### config.mk
export PLATFORM = sky130hd
export DESIGN_NAME = minx_bus_responder_flat
export DESIGN_NICKNAME = d
export VERILOG_FILES = /design/src/rtl/minx_bus_pkg.sv /design/src/rtl/minx_bus_responder_if.sv /design/src/rtl/minx_bus_responder.sv /design/src/flat_wrapper.sv
export SDC_FILE = /design/constraint.sdc
export NUM_CORES = 1
export LEC_CHECK = 0
export ABC_CLOCK_PERIOD_IN_PS = 2600
export CELL_PAD_IN_SITES_DETAIL_PLACEMENT = 1
export CELL_PAD_IN_SITES_GLOBAL_PLACEMENT = 1
export CORE_ASPECT_RATIO = 1.1
export CORE_MARGIN = 8
export CORE_UTILIZATION = 32
export CTS_BUF_LIST = sky130_fd_sc_hd__clkbuf_8
export DETAILED_ROUTE_END_ITERATION = 10
export HOLD_SLACK_MARGIN = 0.03
export MAX_ROUTING_LAYER = met4
export PLACE_DENSITY = 0.88
export SKIP_LAST_GASP = 1
export SYNTH_ARGS = -nofsm -noshare
export SYNTH_HDL_FRONTEND = slang
export SYNTH_SLANG_ARGS = --single-unit
### constraint.sdc
create_clock -name clk -period 2.6 [get_ports clk]
set_clock_uncertainty 0.1 [all_clocks]
set_input_delay 0.65 -clock clk [delete_from_list [all_inputs] [get_ports clk]]
set_output_delay 0.65 -clock clk [all_outputs]
set_load 0.005 [all_outputs]
### src/rtl/minx_bus_pkg.sv
// Shared types for the minx CPU bus: command encodings, memory regions,
// region base addresses, the responder state enum and the address decoder.
package minx_bus_pkg;

   typedef enum logic [1:0] {
      BUS_COMMAND_IDLE = 2'd0,
      IRQ_READ         = 2'd1,
      MEM_WRITE        = 2'd2,
      MEM_READ         = 2'd3
   } bus_command_t;

   typedef enum logic [2:0] {
      REGION_BIOS,
      REGION_FB,
      REGION_RAM,
      REGION_IO,
      REGION_CART
   } region_t;

   typedef enum logic [2:0] {
      IDLE,
      MEM_ADDR,
      MEM_CAPT,
      CART,
      DONE
   } responder_state_t;

   localparam logic [23:0] BIOS_BASE = 24'h000000;
   localparam logic [23:0] FB_BASE   = 24'h001000;
   localparam logic [23:0] RAM_BASE  = 24'h001300;
   localparam logic [23:0] IO_BASE   = 24'h002000;
   localparam logic [23:0] CART_BASE = 24'h002100;

   // Everything from CART_BASE upward, across the full 24-bit space, is cartridge.
   function automatic region_t decode_region(input logic [23:0] address);
      if (address >= CART_BASE)
         return REGION_CART;
      else if (address >= IO_BASE)
         return REGION_IO;
      else if (address >= RAM_BASE)
         return REGION_RAM;
      else if (address >= FB_BASE)
         return REGION_FB;
      else
         return REGION_BIOS;
   endfunction

   // Offset within a region, computed in 12-bit arithmetic on the low address bits.
   function automatic logic [11:0] region_offset(input logic [23:0] address, input region_t region);
      logic [11:0] base;
      case (region)
         REGION_FB:   base = FB_BASE[11:0];
         REGION_RAM:  base = RAM_BASE[11:0];
         REGION_IO:   base = IO_BASE[11:0];
         REGION_CART: base = CART_BASE[11:0];
         default:     base = BIOS_BASE[11:0];
      endcase
      return address[11:0] - base;
   endfunction

endpackage

### src/rtl/minx_bus_responder_if.sv
// Bundle of CPU, memory and cartridge signals around the bus responder.
// The slave modport is the responder; master is everything around it.
interface minx_bus_responder_if;
   import minx_bus_pkg::*;

   logic [23:0]  cpu_address;
   bus_command_t cpu_bus_status;
   logic [7:0]   cpu_data_out;
   logic [7:0]   cpu_data_in;
   logic         cpu_ready;
   logic [7:0]   irq_vector;

   logic [7:0]   bios_q;
   logic [7:0]   fb_q;
   logic [7:0]   ram_q;
   logic [11:0]  mem_address;
   logic [7:0]   mem_data;
   logic         fb_we;
   logic         ram_we;

   logic         cart_req;
   logic         cart_we;
   logic [20:0]  cart_address;
   logic [7:0]   cart_wdata;
   logic [7:0]   cart_rdata;
   logic         cart_ack;
   logic         bus_error;

   modport slave (
      input  cpu_address, cpu_bus_status, cpu_data_out, irq_vector,
             bios_q, fb_q, ram_q, cart_rdata, cart_ack,
      output cpu_data_in, cpu_ready, mem_address, mem_data, fb_we, ram_we,
             cart_req, cart_we, cart_address, cart_wdata, bus_error
   );

   modport master (
      output cpu_address, cpu_bus_status, cpu_data_out, irq_vector,
             bios_q, fb_q, ram_q, cart_rdata, cart_ack,
      input  cpu_data_in, cpu_ready, mem_address, mem_data, fb_we, ram_we,
             cart_req, cart_we, cart_address, cart_wdata, bus_error
   );

endinterface

### src/rtl/minx_bus_responder.sv
// Memory-side responder for the minx CPU bus: decodes each transaction,
// drives the on-chip memories, forwards cartridge accesses over req/ack
// with a timeout, and returns read data with a one-cycle ready pulse.
module minx_bus_responder
   import minx_bus_pkg::*;
#(
   parameter int CART_TIMEOUT = 255
) (
   input  logic                 clk,
   input  logic                 reset,
   minx_bus_responder_if.slave  bus
);

   responder_state_t state;
   region_t          region;
   region_t          req_region;
   logic [11:0]      req_offset;
   logic [7:0]       timer;

   // Decode the live request address so IDLE can dispatch on the sampling edge.
   always_comb begin
      req_region = decode_region(bus.cpu_address);
      req_offset = region_offset(bus.cpu_address, req_region);
   end

   // Transaction sequencer; every output is a register and the strobes default low each cycle.
   always_ff @(posedge clk or posedge reset) begin
      if (reset) begin
         state            <= IDLE;
         region           <= REGION_BIOS;
         timer            <= '0;
         bus.cpu_data_in  <= '0;
         bus.cpu_ready    <= 1'b0;
         bus.mem_address  <= '0;
         bus.mem_data     <= '0;
         bus.fb_we        <= 1'b0;
         bus.ram_we       <= 1'b0;
         bus.cart_req     <= 1'b0;
         bus.cart_we      <= 1'b0;
         bus.cart_address <= '0;
         bus.cart_wdata   <= '0;
         bus.bus_error    <= 1'b0;
      end else begin
         bus.cpu_ready <= 1'b0;
         bus.fb_we     <= 1'b0;
         bus.ram_we    <= 1'b0;
         bus.bus_error <= 1'b0;
         case (state)
            IDLE: begin
               if (bus.cpu_bus_status != BUS_COMMAND_IDLE) begin
                  region          <= req_region;
                  bus.mem_address <= req_offset;
                  bus.mem_data    <= bus.cpu_data_out;
                  if (bus.cpu_bus_status == IRQ_READ) begin
                     bus.cpu_data_in <= bus.irq_vector;
                     bus.cpu_ready   <= 1'b1;
                     state           <= DONE;
                  end else if (req_region == REGION_CART) begin
                     bus.cart_req     <= 1'b1;
                     bus.cart_we      <= (bus.cpu_bus_status == MEM_WRITE);
                     bus.cart_address <= bus.cpu_address[20:0];
                     bus.cart_wdata   <= bus.cpu_data_out;
                     timer            <= '0;
                     state            <= CART;
                  end else if (bus.cpu_bus_status == MEM_WRITE) begin
                     bus.fb_we     <= (req_region == REGION_FB);
                     bus.ram_we    <= (req_region == REGION_RAM);
                     bus.cpu_ready <= 1'b1;
                     state         <= DONE;
                  end else if (req_region == REGION_IO) begin
                     bus.cpu_data_in <= 8'hFF;
                     bus.cpu_ready   <= 1'b1;
                     state           <= DONE;
                  end else begin
                     state <= MEM_ADDR;
                  end
               end
            end
            MEM_ADDR: begin
               state <= MEM_CAPT;
            end
            MEM_CAPT: begin
               case (region)
                  REGION_BIOS: bus.cpu_data_in <= bus.bios_q;
                  REGION_FB:   bus.cpu_data_in <= bus.fb_q;
                  REGION_RAM:  bus.cpu_data_in <= bus.ram_q;
                  default:     bus.cpu_data_in <= 8'hFF;
               endcase
               bus.cpu_ready <= 1'b1;
               state         <= DONE;
            end
            CART: begin
               if (bus.cart_ack) begin
                  bus.cart_req <= 1'b0;
                  bus.cart_we  <= 1'b0;
                  if (!bus.cart_we)
                     bus.cpu_data_in <= bus.cart_rdata;
                  bus.cpu_ready <= 1'b1;
                  state         <= DONE;
               end else if (timer == 8'(CART_TIMEOUT - 1)) begin
                  bus.cart_req    <= 1'b0;
                  bus.cart_we     <= 1'b0;
                  bus.cpu_data_in <= 8'hFF;
                  bus.bus_error   <= 1'b1;
                  bus.cpu_ready   <= 1'b1;
                  state           <= DONE;
               end else begin
                  timer <= timer + 8'd1;
               end
            end
            DONE: begin
               state <= IDLE;
            end
            default: begin
               state <= IDLE;
            end
         endcase
      end
   end

endmodule

### src/flat_wrapper.sv
// flat-port wrapper written by rule: the top's interface ports become plain ports
module minx_bus_responder_flat import minx_bus_pkg::*;
#(
   parameter int CART_TIMEOUT = 255
)
  (clk, reset, bus_cpu_address, bus_cpu_bus_status, bus_cpu_data_out, bus_irq_vector, bus_bios_q, bus_fb_q, bus_ram_q, bus_cart_rdata, bus_cart_ack, bus_cpu_data_in, bus_cpu_ready, bus_mem_address, bus_mem_data, bus_fb_we, bus_ram_we, bus_cart_req, bus_cart_we, bus_cart_address, bus_cart_wdata, bus_bus_error);
  minx_bus_responder_if bus_i ();
  input  logic clk;
  input  logic reset;
  input wire logic [$bits(bus_i.cpu_address)-1:0] bus_cpu_address;
  input wire logic [$bits(bus_i.cpu_bus_status)-1:0] bus_cpu_bus_status;
  input wire logic [$bits(bus_i.cpu_data_out)-1:0] bus_cpu_data_out;
  input wire logic [$bits(bus_i.irq_vector)-1:0] bus_irq_vector;
  input wire logic [$bits(bus_i.bios_q)-1:0] bus_bios_q;
  input wire logic [$bits(bus_i.fb_q)-1:0] bus_fb_q;
  input wire logic [$bits(bus_i.ram_q)-1:0] bus_ram_q;
  input wire logic [$bits(bus_i.cart_rdata)-1:0] bus_cart_rdata;
  input wire logic [$bits(bus_i.cart_ack)-1:0] bus_cart_ack;
  output wire logic [$bits(bus_i.cpu_data_in)-1:0] bus_cpu_data_in;
  output wire logic [$bits(bus_i.cpu_ready)-1:0] bus_cpu_ready;
  output wire logic [$bits(bus_i.mem_address)-1:0] bus_mem_address;
  output wire logic [$bits(bus_i.mem_data)-1:0] bus_mem_data;
  output wire logic [$bits(bus_i.fb_we)-1:0] bus_fb_we;
  output wire logic [$bits(bus_i.ram_we)-1:0] bus_ram_we;
  output wire logic [$bits(bus_i.cart_req)-1:0] bus_cart_req;
  output wire logic [$bits(bus_i.cart_we)-1:0] bus_cart_we;
  output wire logic [$bits(bus_i.cart_address)-1:0] bus_cart_address;
  output wire logic [$bits(bus_i.cart_wdata)-1:0] bus_cart_wdata;
  output wire logic [$bits(bus_i.bus_error)-1:0] bus_bus_error;
  assign bus_i.cpu_address = bus_cpu_address;
  assign bus_i.cpu_bus_status = bus_cpu_bus_status;
  assign bus_i.cpu_data_out = bus_cpu_data_out;
  assign bus_i.irq_vector = bus_irq_vector;
  assign bus_i.bios_q = bus_bios_q;
  assign bus_i.fb_q = bus_fb_q;
  assign bus_i.ram_q = bus_ram_q;
  assign bus_i.cart_rdata = bus_cart_rdata;
  assign bus_i.cart_ack = bus_cart_ack;
  assign bus_cpu_data_in = bus_i.cpu_data_in;
  assign bus_cpu_ready = bus_i.cpu_ready;
  assign bus_mem_address = bus_i.mem_address;
  assign bus_mem_data = bus_i.mem_data;
  assign bus_fb_we = bus_i.fb_we;
  assign bus_ram_we = bus_i.ram_we;
  assign bus_cart_req = bus_i.cart_req;
  assign bus_cart_we = bus_i.cart_we;
  assign bus_cart_address = bus_i.cart_address;
  assign bus_cart_wdata = bus_i.cart_wdata;
  assign bus_bus_error = bus_i.bus_error;
  minx_bus_responder #(.CART_TIMEOUT(CART_TIMEOUT)) u_core (.clk(clk), .reset(reset), .bus(bus_i));
endmodule
======== Yosys cells after proc, flatten, opt, wreduce, memory -nomap -nowiden ========
Cells that the tools add are included.
storage, ports and cells
  bits in latches ......................... 0
  register bits ........................... 77
  bits in read-only memories .............. 0
  memory bits (writable) .................. 0
  memories ................................ 0
operators by class
  equality and inequality tests ........... 22
  multiplexer cells ....................... 59
  $lt $le $gt $ge ......................... 4
  div/mod/pow operators ................... 0
  multiply operators ...................... 0
  bitwise operators ....................... 1
  shift-type cells ........................ 0
  reduce and logical (&&, ||, !) cells .... 11
  add/subtract/negate cells ............... 2
operator list
  kind                  number
  $mux 8                13
  $ge 24x13->1 const B  2
  $ge 24x14->1 const B  2
  $pmux 8 s3            2
  $mux 3                10
  $mux 1                28
  $pmux 10 s2           1
  $pmux 8 s2            1
  $eq 3x2->1 const B    5
  $pmux 3 s4            1
  $sub 12x10->12        1
  $eq 3x1->1 const B    3
  $ne 3x2->1 const B    3
  $add 8x1->8 const B   1
  $eq 8x8->1 const B    1
  $reduce_and 7->1      1
  $logic_not 3->1       2
  $ne 2x2->1 const B    3
  $reduce_and 6->1      1
  $reduce_and 5->1      1
  $ne 2x1->1 const B    2
  $pmux 1 s2            2
  $reduce_and 2->1      2
  $reduce_and 4->1      1
  other kinds (9)       10

======== Longest topological paths before layout ========
  depth after elaboration ................. 12
  depth in mapped cells ................... 10

======== Worst setup path after synthesis ========
Ideal clock, no wire load.
  path type ............................... input port to flip-flop
  from .................................... in bus_cpu_address[16]
  to ...................................... reg u_core.bus.mem_address[10]
  path buffers ............................ 0
  stages on the path ...................... 8
  required time ........................... 2.364 ns
  slack ................................... 0.287 ns
  arrival ................................. 2.077 ns
  setup time .............................. 0.136 ns
  cell sequence ........................... nor4_4 > nand2_2 > nor2_1 > nand2_1 > ha_1 > fa_1 > xnor2_1 > o21ai_0
between the ends
  word-level cells in the longest chain between the ends .. 8
  elaborated cells between the ends (all ways) .. 12
RTL lines
  element                                          line                         source
  start, declared                                  flat_wrapper.sv:10           input wire logic [$bits(bus_i.cpu_address)-1:0] bus_cpu_address;
  $ge 24x13->1                                     minx_bus_pkg.sv:42           else if (address >= FB_BASE)
  $mux 1                                           minx_bus_pkg.sv:42
  $mux 3                                           minx_bus_pkg.sv:40           else if (address >= RAM_BASE)
  $mux 3                                           minx_bus_pkg.sv:38           else if (address >= IO_BASE)
  $mux 3 *                                         minx_bus_pkg.sv:36           if (address >= CART_BASE)
  $eq 3x3->1 / $eq 3x2->1 (equally long branches)  minx_bus_pkg.sv:51           case (region)
  $pmux 10 s2 *                                    minx_bus_pkg.sv:51
  $sub 12x10->12 *                                 minx_bus_pkg.sv:58           return address[11:0] - base;
  end signal, assigned                             minx_bus_responder.sv:52     bus.mem_address <= req_offset;
  end, declared                                    minx_bus_responder_if.sv:32  output cpu_data_in, cpu_ready, mem_address, mem_data, fb_we, ram_we,
Mark *: on every way between the ends. The rest lies on a longest branch, timed or not.
A chain may end at the register's enable or synchronous reset.

======== Worst setup path in the final report ========
  from .................................... in bus_cpu_address[10]
  to ...................................... reg u_core.bus.mem_address[10]
between the ends
  word-level cells in the longest chain between the ends .. 8
  elaborated cells between the ends (all ways) .. 12
RTL lines
  element                                          line
  $ge 24x13->1                                     minx_bus_pkg.sv:42
  $mux 1                                           minx_bus_pkg.sv:42
  $mux 3                                           minx_bus_pkg.sv:40
  $mux 3                                           minx_bus_pkg.sv:38
  $mux 3                                           minx_bus_pkg.sv:36
  $eq 3x3->1 / $eq 3x2->1 (equally long branches)  minx_bus_pkg.sv:51
  $pmux 10 s2                                      minx_bus_pkg.sv:51
  $sub 12x10->12 *                                 minx_bus_pkg.sv:58
Marks and branches as above.

==> metrics.csv <==
stage,metric,value,unit
status,status,finished clean,
floorplanning,initial_utilization,32.3,%
sta,fmax,395,MHz
cts,root_buffer,clkbuf_8,
floorplanning,io_pins,140,
placement,gp_congestion,0.869,
floorplanning,coreArea,11900,um^2
final_layout,drive_above_1_share,20.9,%
yosys,postSynthCellCount,347,
critical_path,cp-start-kind,input port,
pwr,ir_drop,0.463,mV
yosys,synthesis.nets,429,
sta,maxSlewViolCount,0,
yosys,seq_area_frac_synth,50.3,%
global_route,antenna_found_initial,1,
critical_path,cpMostUsedCell,nand2_1,
final_layout,final_util,49.9,%
yosys,synth-main-ff-cell,dfrtp_1,
sta,slew_headroom,59.1,%
yosys,syn_area_per_cell,11.0,um^2
route,routed_wl,13400,um
floorplanning,fp.dieH,131,um
critical_path,critPathMaxStageDelay,510,ps
critical_path,end_kind,flop,
route,route.detailed.drc,0,
sta,setup_tns,0,ps
cts,worstSkewPairLatency,350,ps
flow_run,cap_viol_max_count,0,
route,viasPerCell,4.97,
sta,worst_pin_slew,614,ps
route,routedWlPerCell,19.9,um
floorplanning,dieArea,15700,um^2
min_path,hp-class,reg2reg,
pwr,powerDensity,1020,nW/um^2
global_route,grt_max_degree,48,
placement,dp_hpwl,10300,um
critical_path,path_cells,clkdlybuf4s50_1 -> a211oi_2 -> nor2b_1 -> nand2_1 -> nand2_1 -> ha_2 -> fa_1 -> xnor2_1 -> o21ai_0,
yosys,yosysWarnings,0,
sta,fin_crit,2530,ps
yosys,synth_enable_flop_cells,0,
cts,hold_buffers,0,
global_route,grt_pass1_wl,21100,um
critical_path,required,2780,ps
sta,finalCritPeriodShare,97.3,%
cts,cts_buffer_depth,2,
critical_path,slowest_stage,clkdlybuf4s50_1,
global_route,grt-ovfl-total,0,
route,initialDrtViolationCount,84,
yosys,synthArstFlopShare,100,%
yosys,netlist-cell-type-count,54,
sta,hold_viol,0,
sta,setup_viol,0,
cts,cts_buffers,9,
floorplanning,dieWidth,120,um
critical_path,crit_fanout,3,
route,vias,3338,
critical_path,worstPathArrival,2710,ps
route,dr.pass1.iters,4,
global_route,grt_pass1_vias,3823,
global_route,track_usage,17.7,%
yosys,syn-cell-area,3830,um^2
placement,port_buffers,139,
cts,htreeDepth,3,
cts,clk_pin_slew,90,ps
pwr,power_leakage,2.64,nW
cts,cts_sinks,77,
floorplanning,row_count,42,
cts,cts_tree,yes,
route,drtAntennaViolNets,0,
critical_path,crit_type,in2reg,
final_layout,nets,594,
final_layout,area_growth,54.6,%
yosys,ys_ff_latch,77,
-- synth_stat cells, types with 3 or more instances --
library cell / instances / area share, %
nor4_4: 3 / 1.7
dfrtp_1: 77 / 50
mux2_1: 5 / 1.5
xor2_1: 3 / 0.69
xnor2_1: 5 / 1.1
nor2_1: 22 / 2.2
buf_1: 3 / 0.29
buf_6: 3 / 0.88
nand2b_1: 10 / 1.6
buf_2: 5 / 0.65
o22ai_1: 14 / 2.3
mux2_4: 28 / 11
a21oi_1: 15 / 2.0
a211oi_1: 3 / 0.59
ha_1: 4 / 1.3
clkbuf_1: 5 / 0.49
inv_1: 7 / 0.69
nand3_1: 5 / 0.65
nor3_1: 4 / 0.52
mux2_2: 9 / 2.6
nand2_1: 67 / 6.6
o21ai_0: 12 / 1.6
-- state kept, by name (all words and copies together), names as in the netlist, 3 cells and up --
register	cells
u_core.state	3
u_core.bus.cart_address	21
u_core.bus.cart_wdata	8
u_core.bus.mem_data	8
u_core.region	3
u_core.bus.mem_address	12
u_core.timer	8
u_core.bus.cpu_data_in	8
-- worst max-delay path: cells and delay by family --
kind / cells / cell delay, ps
AO/OA/AOI/OAI: 2 / 480
XOR/XNOR: 1 / 140
adder cells (fa/ha/maj): 2 / 580
buffers and inverters: 1 / 510
AND/OR/NAND/NOR: 3 / 360
-- path summary, 6_finish.rpt --
kind                                         from                         end  slack, ps  cells after the start
setup / recovery              bus_cpu_address[10]  u_core.bus.mem_address[10]         70                      9
max in group asynchronous                   reset  u_core.bus.cart_address[5]       1230                      3
min in group asynchronous                   reset  u_core.bus.cart_address[3]        660                      3
setup reg to reg                  u_core.timer[0]   u_core.bus.cpu_data_in[7]        470                      7
hold / removal             u_core.bus.mem_data[3]      u_core.bus.mem_data[3]        380                      2
hold reg to reg            u_core.bus.mem_data[3]      u_core.bus.mem_data[3]        380                      2
-- per-layer routing --
metal / global-route usage, % / vias up / part of all wire, %
li1: - / 1538 / -
met1: 18.9 / 1679 / 40
met2: 31.2 / 105 / 52
met3: 4.47 / 16 / 6.1
met4: 7.21 / 0 / 1.6
met5: - / - / 0
-- cell families (layout without fill, tap and decap cells) --
| kind of cell | count (synthesis) | after routing | share of synthesized area (%) |
|---|---|---|---|
| other | 0 | 1 | 0 |
| flip-flops | 77 | 77 | 50.3 |
| XOR/XNOR | 8 | 8 | 1.83 |
| AND/OR/NAND/NOR | 131 | 131 | 17.1 |
| multiplexers | 42 | 42 | 15.1 |
| AO/OA/AOI/OAI | 60 | 60 | 10.6 |
| adder cells (fa/ha/maj) | 5 | 5 | 1.83 |
| buffers and inverters | 24 | 194 | 3.20 |
-- final cells by class --
cell class / instances / area [um^2]
Clock buffer: 12 / 165
Multi-Input combinational cell: 246 / 1850
Sequential cell: 77 / 1930
Tap cell: 154 / 193
Antenna cell: 1 / 2.50
Fill cell: 1301 / 5950
Inverter: 7 / 30.0
Clock inverter: 4 / 93.8
Timing Repair Buffer: 171 / 1670
-- where the power goes --
group,internal (mW),switching [mW],leakage [nW],total (mW)
logic,1.67,1.14,1.57,2.81
registers,1.69,0.346,0.936,2.04
clock network,0.714,0.448,0.134,1.16
total,4.08,1.94,2.64,6.02
-- timing repair --
item | in CTS | in global routing
setup buffers | 0 | 1
gates resized for setup | 2 | 14
endpoints found under the setup margin | 2 | 3
pin swaps | 0 | 6
-- through the flow --
step / power, mW / setup WS (ps) / cell area, um^2 / hold slack [ps] / cells
6_report: 6.02 / 71.1 / 5930 / 381 / 672
3_3_place_gp: 4.73 / -218 / 5600 / 358 / 654
2_1_floorplan: 3.31 / 287 / 3840 / 363 / 347
4_1_cts: 6.10 / 19.9 / 5860 / 384 / 670
5_1_grt: 6.37 / -11.1 / 5930 / 405 / 672
3_5_place_dp: 4.90 / -432 / 5600 / 366 / 654
-- cells in the final DEF (no fill, tap or decap), drive strengths merged, types with 3 or more instances in the layout --
cell and instances:
nand2 68, nor4 5, clkdlybuf4s50 135, o21ai 15, a211oi 3, clkbuf 12
nand3 5, nor2 23, buf 32, or2 3, nand2b 10, xnor2 5
inv 7, ha 4, nor3 5, bufinv 3, a211o 3, dlymetal6s2s 4
mux2 42, o22ai 14, dfrtp 77, xor2 3, a21oi 15
Note: power is estimated with default switching activity, not from simulation.
